==> src/rtl/rv32i_pkg.sv <==
// rv32i_pkg: shared RV32I constants and word type for the front end.
// Latency: n/a (declarations only).
// Backpressure: n/a.
package rv32i_pkg;

    localparam int XLEN = 32;

    typedef logic [XLEN-1:0] ilen_t;

    // addi x0, x0, 0 -- what decode sees whenever fetch has nothing real to offer
    localparam ilen_t RV32I_NOP        = 32'h0000_0013;
    localparam ilen_t RESET_PC_DEFAULT = 32'h0000_0000;

endpackage

==> src/rtl/rv32i_fetch_if.sv <==
// rv32i_fetch_if: imem request/response, redirect and decode-side signals of the fetch stage.
// Latency: n/a (wiring only).
// Backpressure: req_ready throttles requests, inst_ready stalls the instruction output.
interface rv32i_fetch_if
    import rv32i_pkg::*;
#(
    parameter int WIDTH = XLEN
);
    logic             req_valid;
    logic             req_ready;
    logic [WIDTH-1:0] req_addr;
    logic             rsp_valid;
    logic [WIDTH-1:0] rsp_data;
    logic             redirect_valid;
    logic [WIDTH-1:0] redirect_pc;
    logic             inst_ready;
    logic             inst_valid;
    logic [WIDTH-1:0] inst;
    logic [WIDTH-1:0] inst_pc;

    // fetch stage side
    modport master (
        output req_valid, req_addr, inst_valid, inst, inst_pc,
        input  req_ready, rsp_valid, rsp_data, redirect_valid, redirect_pc, inst_ready
    );

    // imem / decode / compute side
    modport slave (
        input  req_valid, req_addr, inst_valid, inst, inst_pc,
        output req_ready, rsp_valid, rsp_data, redirect_valid, redirect_pc, inst_ready
    );
endinterface

==> src/rtl/rv32i_fetch_fifo.sv <==
// fetch_fifo: DEPTH-entry FIFO of {pc, inst} pairs with a registered head.
// Latency: a push is visible at the head on the next cycle.
// Backpressure: none internally; push on full without pop and pop on empty are ignored; flush beats push/pop.
module fetch_fifo
    import rv32i_pkg::*;
#(
    parameter int WIDTH = XLEN,
    parameter int DEPTH = 2,
    localparam int CW   = $clog2(DEPTH + 1)
) (
    input  logic             clk,
    input  logic             reset,
    input  logic             push_i,
    input  logic [WIDTH-1:0] push_pc_i,
    input  logic [WIDTH-1:0] push_inst_i,
    input  logic             pop_i,
    input  logic             flush_i,
    output logic [CW-1:0]    count_o,
    output logic             head_vld_o,
    output logic [WIDTH-1:0] head_pc_o,
    output logic [WIDTH-1:0] head_inst_o
);
    localparam int            AW      = $clog2(DEPTH);
    localparam logic [CW-1:0] DEPTH_C = CW'(DEPTH);

    logic [WIDTH-1:0] pc_mem_q   [DEPTH];
    logic [WIDTH-1:0] inst_mem_q [DEPTH];
    logic [AW-1:0]    rd_q, wr_q;
    logic [CW-1:0]    cnt_q, cnt_d;
    logic             do_push, do_pop;

    assign do_pop  = pop_i && (cnt_q != '0) && !flush_i;
    assign do_push = push_i && ((cnt_q != DEPTH_C) || do_pop) && !flush_i;
    assign cnt_d   = cnt_q + CW'(do_push) - CW'(do_pop);

    // pointers and occupancy; DEPTH is a power of two so pointers wrap naturally
    always_ff @(posedge clk) begin
        if (reset || flush_i) begin
            rd_q  <= '0;
            wr_q  <= '0;
            cnt_q <= '0;
        end else begin
            if (do_push) wr_q <= wr_q + AW'(1);
            if (do_pop)  rd_q <= rd_q + AW'(1);
            cnt_q <= cnt_d;
        end
    end

    // entry storage needs no reset: occupancy alone says what is valid
    always_ff @(posedge clk) begin
        if (do_push) begin
            pc_mem_q[wr_q]   <= push_pc_i;
            inst_mem_q[wr_q] <= push_inst_i;
        end
    end

    assign count_o     = cnt_q;
    assign head_vld_o  = (cnt_q != '0);
    assign head_pc_o   = pc_mem_q[rd_q];
    assign head_inst_o = inst_mem_q[rd_q];
endmodule

==> src/rtl/rv32i_fetch.sv <==
// rv32i_fetch: holds the PC, issues in-order imem word requests and feeds decode one instruction per cycle.
// Latency: request at t, response at t+k, instruction on inst at t+k+1 (t+k when FETCH_BYPASS_EN is defined).
// Backpressure: outstanding + buffered words capped at DEPTH; inst_ready=0 starves requests once credit is spent.
// Build option: `define FETCH_BYPASS_EN forwards an accepted response straight to decode while the FIFO is empty.
module rv32i_fetch
    import rv32i_pkg::*;
#(
    parameter int               WIDTH    = XLEN,
    parameter logic [WIDTH-1:0] RESET_PC = WIDTH'(RESET_PC_DEFAULT),
    parameter int               DEPTH    = 2
) (
    input logic           clk,
    input logic           reset,
    rv32i_fetch_if.master bus
);
    localparam int               CW      = $clog2(DEPTH + 1);
    localparam logic [CW:0]      DEPTH_C = (CW + 1)'(DEPTH);
    localparam logic [WIDTH-1:0] PC_STEP = WIDTH'(4);

    logic [WIDTH-1:0] pc_q, pc_d;
    logic [WIDTH-1:0] resp_pc_q, resp_pc_d;
    logic [CW-1:0]    out_q, out_d;
    logic [CW-1:0]    disc_q, disc_d;
    logic [CW-1:0]    fifo_cnt;
    logic [CW:0]      in_use;
    logic [WIDTH-1:0] redir_tgt;
    logic [WIDTH-1:0] head_pc, head_inst;
    logic             head_vld, head_live;
    logic             fire, rsp_ok, accept, push, pop, bypass;

    assign redir_tgt = {bus.redirect_pc[WIDTH-1:2], 2'b00};
    assign in_use    = {1'b0, out_q} + {1'b0, fifo_cnt};

    // a new request only when every possible returning word already has a FIFO slot reserved
    assign bus.req_valid = !reset && !bus.redirect_valid && (in_use < DEPTH_C);
    assign bus.req_addr  = pc_q;
    assign fire          = bus.req_valid && bus.req_ready;

    // a response with nothing outstanding is a protocol error and is ignored outright
    assign rsp_ok = bus.rsp_valid && (out_q != '0) && !reset;
    assign accept = rsp_ok && (disc_q == '0);

`ifdef FETCH_BYPASS_EN
    assign bypass = accept && !bus.redirect_valid && (fifo_cnt == '0);
`else
    assign bypass = 1'b0;
`endif

    assign head_live = head_vld && !reset;
    assign push      = accept && !bus.redirect_valid && !(bypass && bus.inst_ready);
    assign pop       = head_live && bus.inst_ready && !bus.redirect_valid;

    fetch_fifo #(
        .WIDTH (WIDTH),
        .DEPTH (DEPTH)
    ) u_fifo (
        .clk         (clk),
        .reset       (reset),
        .push_i      (push),
        .push_pc_i   (resp_pc_q),
        .push_inst_i (bus.rsp_data),
        .pop_i       (pop),
        .flush_i     (bus.redirect_valid),
        .count_o     (fifo_cnt),
        .head_vld_o  (head_vld),
        .head_pc_o   (head_pc),
        .head_inst_o (head_inst)
    );

    // next state for pc, response pc and the two counters; redirect overrides everything
    always_comb begin
        pc_d      = pc_q;
        resp_pc_d = resp_pc_q;
        out_d     = out_q + CW'(fire) - CW'(rsp_ok);
        disc_d    = disc_q - CW'(rsp_ok && (disc_q != '0));
        if (fire)   pc_d      = pc_q + PC_STEP;
        if (accept) resp_pc_d = resp_pc_q + PC_STEP;
        if (bus.redirect_valid) begin
            pc_d      = redir_tgt;
            resp_pc_d = redir_tgt;
            out_d     = out_q - CW'(rsp_ok);
            disc_d    = out_q - CW'(rsp_ok);
        end
    end

    // fetch state registers
    always_ff @(posedge clk) begin
        if (reset) begin
            pc_q      <= RESET_PC;
            resp_pc_q <= RESET_PC;
            out_q     <= '0;
            disc_q    <= '0;
        end else begin
            pc_q      <= pc_d;
            resp_pc_q <= resp_pc_d;
            out_q     <= out_d;
            disc_q    <= disc_d;
        end
    end

    // decode-facing outputs: FIFO head first, then a bypassed response, else a NOP bubble
    always_comb begin
        bus.inst_valid = 1'b0;
        bus.inst       = WIDTH'(RV32I_NOP);
        bus.inst_pc    = '0;
        if (head_live) begin
            bus.inst_valid = 1'b1;
            bus.inst       = head_inst;
            bus.inst_pc    = head_pc;
        end else if (bypass) begin
            bus.inst_valid = 1'b1;
            bus.inst       = bus.rsp_data;
            bus.inst_pc    = resp_pc_q;
        end
    end
endmodule

==> src/flat_wrapper.sv <==
// flat-port wrapper written by rule: the top's interface ports become plain ports
module rv32i_fetch_flat import rv32i_pkg::*;
#(
    parameter int               WIDTH    = XLEN,
    parameter logic [WIDTH-1:0] RESET_PC = WIDTH'(RESET_PC_DEFAULT),
    parameter int               DEPTH    = 2
)
  (clk, reset, bus_req_valid, bus_req_addr, bus_inst_valid, bus_inst, bus_inst_pc, bus_req_ready, bus_rsp_valid, bus_rsp_data, bus_redirect_valid, bus_redirect_pc, bus_inst_ready);
  rv32i_fetch_if #(.WIDTH(WIDTH)) bus_i ();
  input logic clk;
  input logic reset;
  output wire logic [$bits(bus_i.req_valid)-1:0] bus_req_valid;
  output wire logic [$bits(bus_i.req_addr)-1:0] bus_req_addr;
  output wire logic [$bits(bus_i.inst_valid)-1:0] bus_inst_valid;
  output wire logic [$bits(bus_i.inst)-1:0] bus_inst;
  output wire logic [$bits(bus_i.inst_pc)-1:0] bus_inst_pc;
  input wire logic [$bits(bus_i.req_ready)-1:0] bus_req_ready;
  input wire logic [$bits(bus_i.rsp_valid)-1:0] bus_rsp_valid;
  input wire logic [$bits(bus_i.rsp_data)-1:0] bus_rsp_data;
  input wire logic [$bits(bus_i.redirect_valid)-1:0] bus_redirect_valid;
  input wire logic [$bits(bus_i.redirect_pc)-1:0] bus_redirect_pc;
  input wire logic [$bits(bus_i.inst_ready)-1:0] bus_inst_ready;
  assign bus_req_valid = bus_i.req_valid;
  assign bus_req_addr = bus_i.req_addr;
  assign bus_inst_valid = bus_i.inst_valid;
  assign bus_inst = bus_i.inst;
  assign bus_inst_pc = bus_i.inst_pc;
  assign bus_i.req_ready = bus_req_ready;
  assign bus_i.rsp_valid = bus_rsp_valid;
  assign bus_i.rsp_data = bus_rsp_data;
  assign bus_i.redirect_valid = bus_redirect_valid;
  assign bus_i.redirect_pc = bus_redirect_pc;
  assign bus_i.inst_ready = bus_inst_ready;
  rv32i_fetch #(.WIDTH(WIDTH), .RESET_PC(RESET_PC), .DEPTH(DEPTH)) u_core (.clk(clk), .reset(reset), .bus(bus_i));
endmodule
==> config.mk <==
export PLATFORM = sky130hd
export DESIGN_NAME = rv32i_fetch_flat
export DESIGN_NICKNAME = d
export VERILOG_FILES = /design/src/rtl/rv32i_pkg.sv /design/src/rtl/rv32i_fetch_if.sv /design/src/rtl/rv32i_fetch_fifo.sv /design/src/rtl/rv32i_fetch.sv /design/src/flat_wrapper.sv
export SDC_FILE = /design/constraint.sdc
export NUM_CORES = 1
export LEC_CHECK = 0
export CAP_MARGIN = 10
export CORE_AREA = 4 4 124 150
export DETAILED_ROUTE_END_ITERATION = 12
export DIE_AREA = 0 0 128 154
export MAX_ROUTING_LAYER = met4
export PLACE_DENSITY = 0.77
export SLEW_MARGIN = 20
export SYNTH_ARGS = -nofsm -noshare
export SYNTH_HDL_FRONTEND = slang
export SYNTH_SLANG_ARGS = --single-unit
==> constraint.sdc <==
create_clock -name clk -period 12.41 [get_ports clk]
set_input_delay 2.482 -clock clk [delete_from_list [all_inputs] [get_ports clk]]
set_output_delay 2.482 -clock clk [all_outputs]
set_load 0.02 [all_outputs]
==> metrics.log, run 1 <==
[metrics] Tightest Pin Transition: 1.08 ns
[metrics] post-synthesis async set-or-reset flop share: 0%
[metrics] final-layout setup total negative slack: 0 ns
[metrics] final count of negative-setup-slack endpoints: 0
[metrics] core area: 17200 µm²
[metrics] launch point of the worst hold path: u_core.u_fifo.rd_q
[metrics] min setup slack post-route: 4.29 ns
[metrics] Max Fanout on Critical Path: 60
[metrics] TritonCTS sink count: 193
[metrics] cells taking the most area after synthesis: sky130_fd_sc_hd__edfxtp_1 (44%), sky130_fd_sc_hd__dfxtp_1 (16%), sky130_fd_sc_hd__mux2i_1 (7.7%)
[metrics] maximum frequency from static timing analysis: 123 MHz
[metrics] unique cell type count in the Yosys netlist: 54
[metrics] Clock Path Buffers: 2
[metrics] power density of the placed cells: 124 nW/µm²
[metrics] number of enable flip-flop cells after synthesis: 124
[metrics] sum of net half-perimeters after detailed placement: 12300 µm
[metrics] die area: 19700 µm²
[metrics] first element of the critical path: reset
[metrics] VDD IR max: 0.0000851 V
[metrics] area growth from synthesis to layout: 28.2%
[metrics] IO buf count: 161
[metrics] post-CTS setup-driven buffer insertion count: 0
[metrics] Antenna Violating Nets Remaining: 0
[metrics] std cell rows: 53
[metrics] total congestion overflow after global routing: 0
[metrics] post-layout net count: 928
[metrics] fill cell instance count of the final layout: 1381
[metrics] initial standard-cell utilization of the core: 48.9%
[metrics] count of antenna diodes in the layout: 0
[metrics] total power after layout: 1.34 mW
[metrics] period utilization: 65.4%
[metrics] clock transition at the registers of the reported paths: 0.06 ns
[metrics] number of instances in the synthesized netlist: 698
[metrics] total routed wirelength: 17900 µm
[metrics] shortest clock period the worst path allows after layout: 8.12 ns
[metrics] final core utilization: 62.7%
[metrics] height of the chip: 154 µm
[metrics] share of final-layout standard cells stronger than drive strength 1: 6.26%
[metrics] number of detailed-route iterations in the first pass: 5
[metrics] first-pass GRT wire length: 28800 µm
[metrics] Worst Hold Margin: 0.519 ns
[metrics] CTS Root Cell: sky130_fd_sc_hd__clkbuf_16
[metrics] DRC marker count from the first detailed-route iteration: 361
[metrics] Ports: 168
[metrics] commonest register cell after synthesis: sky130_fd_sc_hd__edfxtp_1
[metrics] Data required, critical path: 9.93 ns
[metrics] Avg Synthesized Cell Area: 12.1 µm²
[metrics] element type at the critical path start: input pin
[metrics] final slew viol count: 0
[metrics] Resized Gates After CTS: 0
[metrics] CP Data Arrival Time: 5.64 ns
[metrics] worst min-delay path class: reg2reg
[metrics] pre-CTS worst setup slack: 4.19 ns
[metrics] setup repair after global routing missed its margin: no
[metrics] sequential area share after synthesis: 60.5%
[metrics] area used by multi-input combinational logic: 3130 µm²
[metrics] number of flip-flops and latches in the synthesized netlist: 193
[metrics] average wire length per cell after detail routing: 16.6 µm
[metrics] library cell with the largest summed area after synthesis: sky130_fd_sc_hd__edfxtp_1
[metrics] synthesized cell area: 8430 µm²
[metrics] CTS HTree Levels: 4
[metrics] largest net degree at the start of global routing: 77
[metrics] last weighted congestion value of the routability-driven placer: 0.904
[metrics] number of design rule violations left after detail routing: 0
[metrics] fraction of post-synthesis cell area in the top cell type by area: 44.2%
[metrics] maximum clock skew at final layout: 0.0130 ns
[metrics] CTS tree: done
[metrics] Leak: 3.52 nW
[metrics] clock latency at the later pin of the worst-skew pair: 0.42 ns
[metrics] via-per-instance ratio: 5.42
[metrics] sort of element at the end of the critical path: output port
[metrics] antenna violations before repair: 0
[metrics] via count of the first global-routing pass: 5702
[metrics] floorplan die width: 128 µm
[metrics] Critical Setup Path Class: in2out
[metrics] worst rel slew slack: 28.2%
[metrics] Yosys warnings: 0
[metrics] startpoint of the worst-slack reg-to-reg timing path: u_core.out_q[1]
[metrics] vias post-DR: 5869
[metrics] maxcap violations: 0
[metrics] global-route usage over all layers: 18.9%
[metrics] storage element area: 5110 µm²
[metrics] hold-fix buffer count after cts: 0
[metrics] final hold violations: 0
[metrics] status: completed
[metrics] number of buffers created by CTS: 17
==> state kept, by name (all words and copies together) (netlist names), named ones only <==
| signal | cells |
|---|---|
| u_core.u_fifo.inst_mem_q | 64 |
| u_core.u_fifo.count_o | 2 |
| u_core.resp_pc_q | 30 |
| u_core.disc_q | 2 |
| u_core.u_fifo.wr_q | 1 |
| u_core.out_q | 2 |
| u_core.bus.req_addr | 30 |
| u_core.u_fifo.pc_mem_q | 60 |
| u_core.u_fifo.rd_q | 1 |
==> where the power goes <==
| part | switching (mW) | internal (mW) | leakage [nW] | total (mW) |
|---|---|---|---|---|
| Clock | 0.229 | 0.290 | 0.287 | 0.520 |
| Sequential | 0.0217 | 0.700 | 1.70 | 0.722 |
| Combinational | 0.0481 | 0.0528 | 1.54 | 0.101 |
==> cell families after synthesis <==
| kind of cell | synth area share, % |
|---|---|
| and+or+nand+nor | 13.8 |
| buffers and inverters | 2.77 |
| DFF | 60.5 |
| xor gates and xnor gates | 5.50 |
| adders and majority gates | 1.28 |
| other | 0.0445 |
| muxes | 7.72 |
| AOI/OAI and AO/OA | 8.34 |
==> layer usage <==
metal	up-vias	share of wire [%]	global-route usage, %
li1	2852	-	-
met5	-	0	-
met1	2801	45	24.4
met3	20	5.1	3.61
met2	196	49	30.1
met4	0	1.3	6.17
==> synth_stat cells, types with 2 or more instances <==
cell,n
sky130_fd_sc_hd__clkbuf_1,24
sky130_fd_sc_hd__a21oi_1,16
sky130_fd_sc_hd__xnor2_1,27
sky130_fd_sc_hd__buf_4,4
sky130_fd_sc_hd__o21a_1,19
sky130_fd_sc_hd__o21ai_0,11
sky130_fd_sc_hd__nand4_1,29
sky130_fd_sc_hd__dfxtp_1,69
sky130_fd_sc_hd__xor2_1,26
sky130_fd_sc_hd__a211oi_1,3
sky130_fd_sc_hd__nand2_1,26
sky130_fd_sc_hd__nor3b_1,3
sky130_fd_sc_hd__buf_1,5
sky130_fd_sc_hd__inv_1,19
sky130_fd_sc_hd__nor2_1,83
sky130_fd_sc_hd__ha_1,7
sky130_fd_sc_hd__and4_1,4
sky130_fd_sc_hd__mux2i_1,65
sky130_fd_sc_hd__nor4_1,5
sky130_fd_sc_hd__and3_1,7
sky130_fd_sc_hd__or3_1,5
sky130_fd_sc_hd__buf_2,4
sky130_fd_sc_hd__a21boi_0,28
sky130_fd_sc_hd__nor3_1,15
sky130_fd_sc_hd__o22ai_1,8
sky130_fd_sc_hd__nor4_4,2
sky130_fd_sc_hd__a2bb2oi_1,2
sky130_fd_sc_hd__edfxtp_1,124
sky130_fd_sc_hd__nand3_1,20
sky130_fd_sc_hd__and2_1,6
sky130_fd_sc_hd__o211ai_1,3
sky130_fd_sc_hd__a31oi_1,7
==> stage by stage <==
step / cells / cell area (µm²)
6_report: 1083 / 10800
3_3_place_gp: 1051 / 10200
3_5_place_dp: 1051 / 10200
4_1_cts: 1083 / 10800
2_1_floorplan: 701 / 8440
5_1_grt: 1083 / 10800
==> path summary, 6_finish.rpt <==
check,depth (start not counted),to,slack [ns]
worst max register to register,5,u_core.u_fifo.pc_mem_q[1][5],9.15
worst min-delay path,2,u_core.u_fifo.rd_q,0.52
worst min register to register,2,u_core.u_fifo.rd_q,0.52
worst max-delay path,8,bus_inst[0],4.29
==> final cells by class <==
class,count,area share (%)
multi-input combinational,451,29.0
tap,220,2.55
timing repair buffer,167,15.3
clock inverter,11,0.983
clock buffer,21,4.27
inverter,20,0.694
sequential,193,47.2
==> layout by cell type (no fill, tap or decap), types with 3 or more instances in the layout <==
master / netlist / layout
sky130_fd_sc_hd__clkdlybuf4s50_1: 0 / 161
sky130_fd_sc_hd__edfxtp_1: 124 / 124
sky130_fd_sc_hd__nor2_1: 83 / 81
sky130_fd_sc_hd__dfxtp_1: 69 / 68
sky130_fd_sc_hd__mux2i_1: 65 / 65
sky130_fd_sc_hd__nand4_1: 29 / 29
sky130_fd_sc_hd__a21boi_0: 28 / 28
sky130_fd_sc_hd__xnor2_1: 27 / 27
sky130_fd_sc_hd__nand2_1: 26 / 26
sky130_fd_sc_hd__xor2_1: 26 / 26
sky130_fd_sc_hd__nand3_1: 20 / 20
sky130_fd_sc_hd__o21a_1: 19 / 19
sky130_fd_sc_hd__inv_1: 19 / 18
sky130_fd_sc_hd__clkbuf_16: 0 / 17
sky130_fd_sc_hd__a21oi_1: 16 / 16
sky130_fd_sc_hd__nor3_1: 15 / 15
sky130_fd_sc_hd__o21ai_0: 11 / 11
sky130_fd_sc_hd__o22ai_1: 8 / 8
sky130_fd_sc_hd__and3_1: 7 / 7
sky130_fd_sc_hd__a31oi_1: 7 / 7
sky130_fd_sc_hd__ha_1: 7 / 7
sky130_fd_sc_hd__and2_1: 6 / 6
sky130_fd_sc_hd__buf_4: 4 / 6
sky130_fd_sc_hd__or3_1: 5 / 5
sky130_fd_sc_hd__nor4_1: 5 / 5
sky130_fd_sc_hd__and4_1: 4 / 4
sky130_fd_sc_hd__conb_1: 1 / 4
sky130_fd_sc_hd__clkinv_4: 0 / 4
sky130_fd_sc_hd__o211ai_1: 3 / 3
sky130_fd_sc_hd__a211oi_1: 3 / 3
sky130_fd_sc_hd__nor3b_1: 3 / 3
sky130_fd_sc_hd__clkinv_2: 0 / 3
==> worst max-delay path: stages <==
cell	delay, ns
sky130_fd_sc_hd__clkdlybuf4s50_1	0.45
sky130_fd_sc_hd__buf_4	0.29
sky130_fd_sc_hd__clkinv_1	0.73
sky130_fd_sc_hd__o21ai_4	0.23
sky130_fd_sc_hd__buf_4	0.53
sky130_fd_sc_hd__inv_1	0.19
sky130_fd_sc_hd__nand2_1	0.11
sky130_fd_sc_hd__clkdlybuf4s50_1	0.61
Note: power is estimated with default switching activity, not from simulation.
==> inputs of run 2 (changes only) <==
Settings changed: CORE_AREA 4 4 124 150 to 4 4 128 154, DIE_AREA 0 0 128 154 to 0 0 132 158, PLACE_DENSITY 0.77 to 0.76.
Clock period 12.41 ns to 6.81 ns, I/O delays scaled along.
==> run 2 against run 1 <==
Compared with the run above:
- non-clock buffer count up 2
- first-iteration DRC count up 9.7%
- flip-flop and latch count unchanged
- critical path type unchanged
- worst setup slack worse by 2.6 ns
- global-route usage down 0.26 points
- register-to-register slack worse by 5.3 ns
- sequential share of layout area down 0.11 points
- largest cell class unchanged
- largest power group unchanged
==> metrics.log, run 2 (synthesis gave the netlist of run 1 again) <==
[metrics] floorplan die width: 132 µm
[metrics] height of the chip: 158 µm
[metrics] sort of element at the end of the critical path: output port
[metrics] CTS tree: done
[metrics] internal reg-to-reg setup slack: 3.86 ns
[metrics] Leak: 3.52 nW
[metrics] worst min-delay path class: reg2reg
[metrics] Critical Setup Path Class: in2out
[metrics] setup repair after global routing missed its margin: no
[metrics] fill cell instance count of the final layout: 1440
[metrics] ordered list of cells on the worst path: clkdlybuf4s50_1 > buf_4 > clkinv_1 > o21ai_4 > buf_4 > nor2_1 > clkdlybuf4s50_1
[metrics] last weighted congestion value of the routability-driven placer: 0.861
[metrics] clock transition at the registers of the reported paths: 0.06 ns
[metrics] grt peak-use layer: met2
[metrics] standard cell with the maximum stage delay on the critical path: sky130_fd_sc_hd__clkdlybuf4s50_1
[metrics] CP max stage delay: 0.61 ns
[metrics] via-per-instance ratio: 5.39
[metrics] M1 GR Usage: 23.0%
[metrics] Tightest Pin Transition: 0.865 ns
[metrics] die area: 20900 µm²
[metrics] storage element area: 5110 µm²
[metrics] total placed instance area: 10300 µm²
[metrics] Clock Path Buffers: 2
[metrics] final hold violations: 0
[metrics] CTS Root Cell: sky130_fd_sc_hd__clkbuf_16
[metrics] largest net degree at the start of global routing: 77
[metrics] power density of the placed cells: 227 nW/µm²
[metrics] most flop-heavy register: u_core.u_fifo.inst_mem_q
[metrics] worst rel slew slack: 41.9%
[metrics] Max Fanout on Critical Path: 47
[metrics] via count of the first global-routing pass: 5860
[metrics] Resized Gates After CTS: 0
[metrics] DRC marker count from the first detailed-route iteration: 396
[metrics] post-CTS setup-driven buffer insertion count: 0
[metrics] total routed wirelength: 18500 µm
[metrics] number of buffers created by CTS: 17
[metrics] final instance area: 10800 µm²
[metrics] antenna violations before repair: 0
[metrics] leading registers by flop count: u_core.u_fifo.inst_mem_q x64, u_core.u_fifo.pc_mem_q x60
[metrics] maximum frequency from static timing analysis: 195 MHz
[metrics] VDD IR max: 0.000169 V
[metrics] area used by multi-input combinational logic: 3130 µm²
[metrics] core area: 18200 µm²
[metrics] sum of net half-perimeters after detailed placement: 12300 µm
[metrics] vias post-DR: 5869
[metrics] number of detailed-route iterations in the first pass: 5
[metrics] first-pass GRT wire length: 30000 µm
[metrics] initial standard-cell utilization of the core: 46.4%
[metrics] maximum clock skew at final layout: 0.0152 ns
[metrics] share of final-layout standard cells stronger than drive strength 1: 6.24%
[metrics] global-route usage over all layers: 18.6%
[metrics] Ports: 168
[metrics] status: completed
[metrics] IO buf count: 161
[metrics] max FFs per register: 64
[metrics] total congestion overflow after global routing: 0
[metrics] Antenna Violating Nets Remaining: 0
[metrics] met2 track utilization from global routing: 30.6%
[metrics] leading cell types in the layout, fill and taps excluded: sky130_fd_sc_hd__clkdlybuf4s50_1 (161), sky130_fd_sc_hd__edfxtp_1 (124), sky130_fd_sc_hd__nor2_1 (81)
[metrics] post-layout net count: 930
[metrics] TritonCTS sink count: 193
[metrics] maxcap violations: 0
[metrics] shortest clock period the worst path allows after layout: 5.13 ns
[metrics] clock latency at the later pin of the worst-skew pair: 0.43 ns
[metrics] Data required, critical path: 5.45 ns
[metrics] period utilization: 75.4%
[metrics] leading cell type in the layout, fill and taps excluded: sky130_fd_sc_hd__clkdlybuf4s50_1
[metrics] std cell rows: 54
[metrics] area growth from synthesis to layout: 28.6%
[metrics] element type at the critical path start: input pin
[metrics] CP Data Arrival Time: 3.77 ns
[metrics] number of design rule violations left after detail routing: 0
[metrics] final slew viol count: 0
[metrics] count of antenna diodes in the layout: 0
[metrics] final count of negative-setup-slack endpoints: 0
[metrics] average wire length per cell after detail routing: 17.0 µm
[metrics] final-layout setup total negative slack: 0 ns
[metrics] CTS HTree Levels: 4
[metrics] hold-fix buffer count after cts: 0
[metrics] routing usage on met3: 3.43%
==> run 2: through the flow <==
| stage | util (%) | hold slack (ns) | setup slack (ns) | instances | power [mW] |
|---|---|---|---|---|---|
| final | 59.7 | 0.496 | 1.68 | 1089 | 2.46 |
| after global placement | 56.5 | 0.477 | 1.69 | 1057 | 1.52 |
| after floorplan | - | 0.444 | 1.29 | 701 | 1.43 |
| after global routing | 59.7 | 0.527 | 1.55 | 1089 | 2.55 |
| after detailed placement | 56.5 | 0.491 | 1.64 | 1057 | 1.52 |
| after CTS | 59.7 | 0.506 | 1.64 | 1089 | 2.48 |
==> run 2: final timing paths <==
check / from / to / cells after the start
worst max-delay path: reset / bus_inst_pc[5] / 7
worst min-delay path: u_core.resp_pc_q[24] / u_core.u_fifo.pc_mem_q[0][24] / 0
worst max register to register: u_core.out_q[1] / u_core.u_fifo.inst_mem_q[1][15] / 5
worst min register to register: u_core.resp_pc_q[24] / u_core.u_fifo.pc_mem_q[0][24] / 0
==> run 2: power breakdown <==
group          switching, mW  leakage, nW  internal, mW
sequential            0.0396         1.70          1.28
combinational         0.0883         1.55        0.0964
clock                  0.425        0.277         0.537
==> run 2: area by class of cell <==
| class | instances | area share [%] |
|---|---|---|
| sequential | 193 | 47.1 |
| multi-input combinational | 451 | 28.9 |
| tap | 224 | 2.59 |
| clock buffer | 21 | 4.35 |
| timing repair buffer | 169 | 15.4 |
| inverter | 20 | 0.692 |
| clock inverter | 11 | 0.946 |
==> run 2: critical path: cells and delay by family <==
kind / cells / cell delay [ns]
buf+inv: 5 / 2.06
simple gates: 1 / 0.11
compound gates: 1 / 0.21
==> run 2: layer usage <==
metal / up-vias / routed length (µm)
met1: 2766 / 8200
li1: 2853 / -
met3: 35 / 932
met4: 0 / 399
met5: - / 0
met2: 215 / 8980
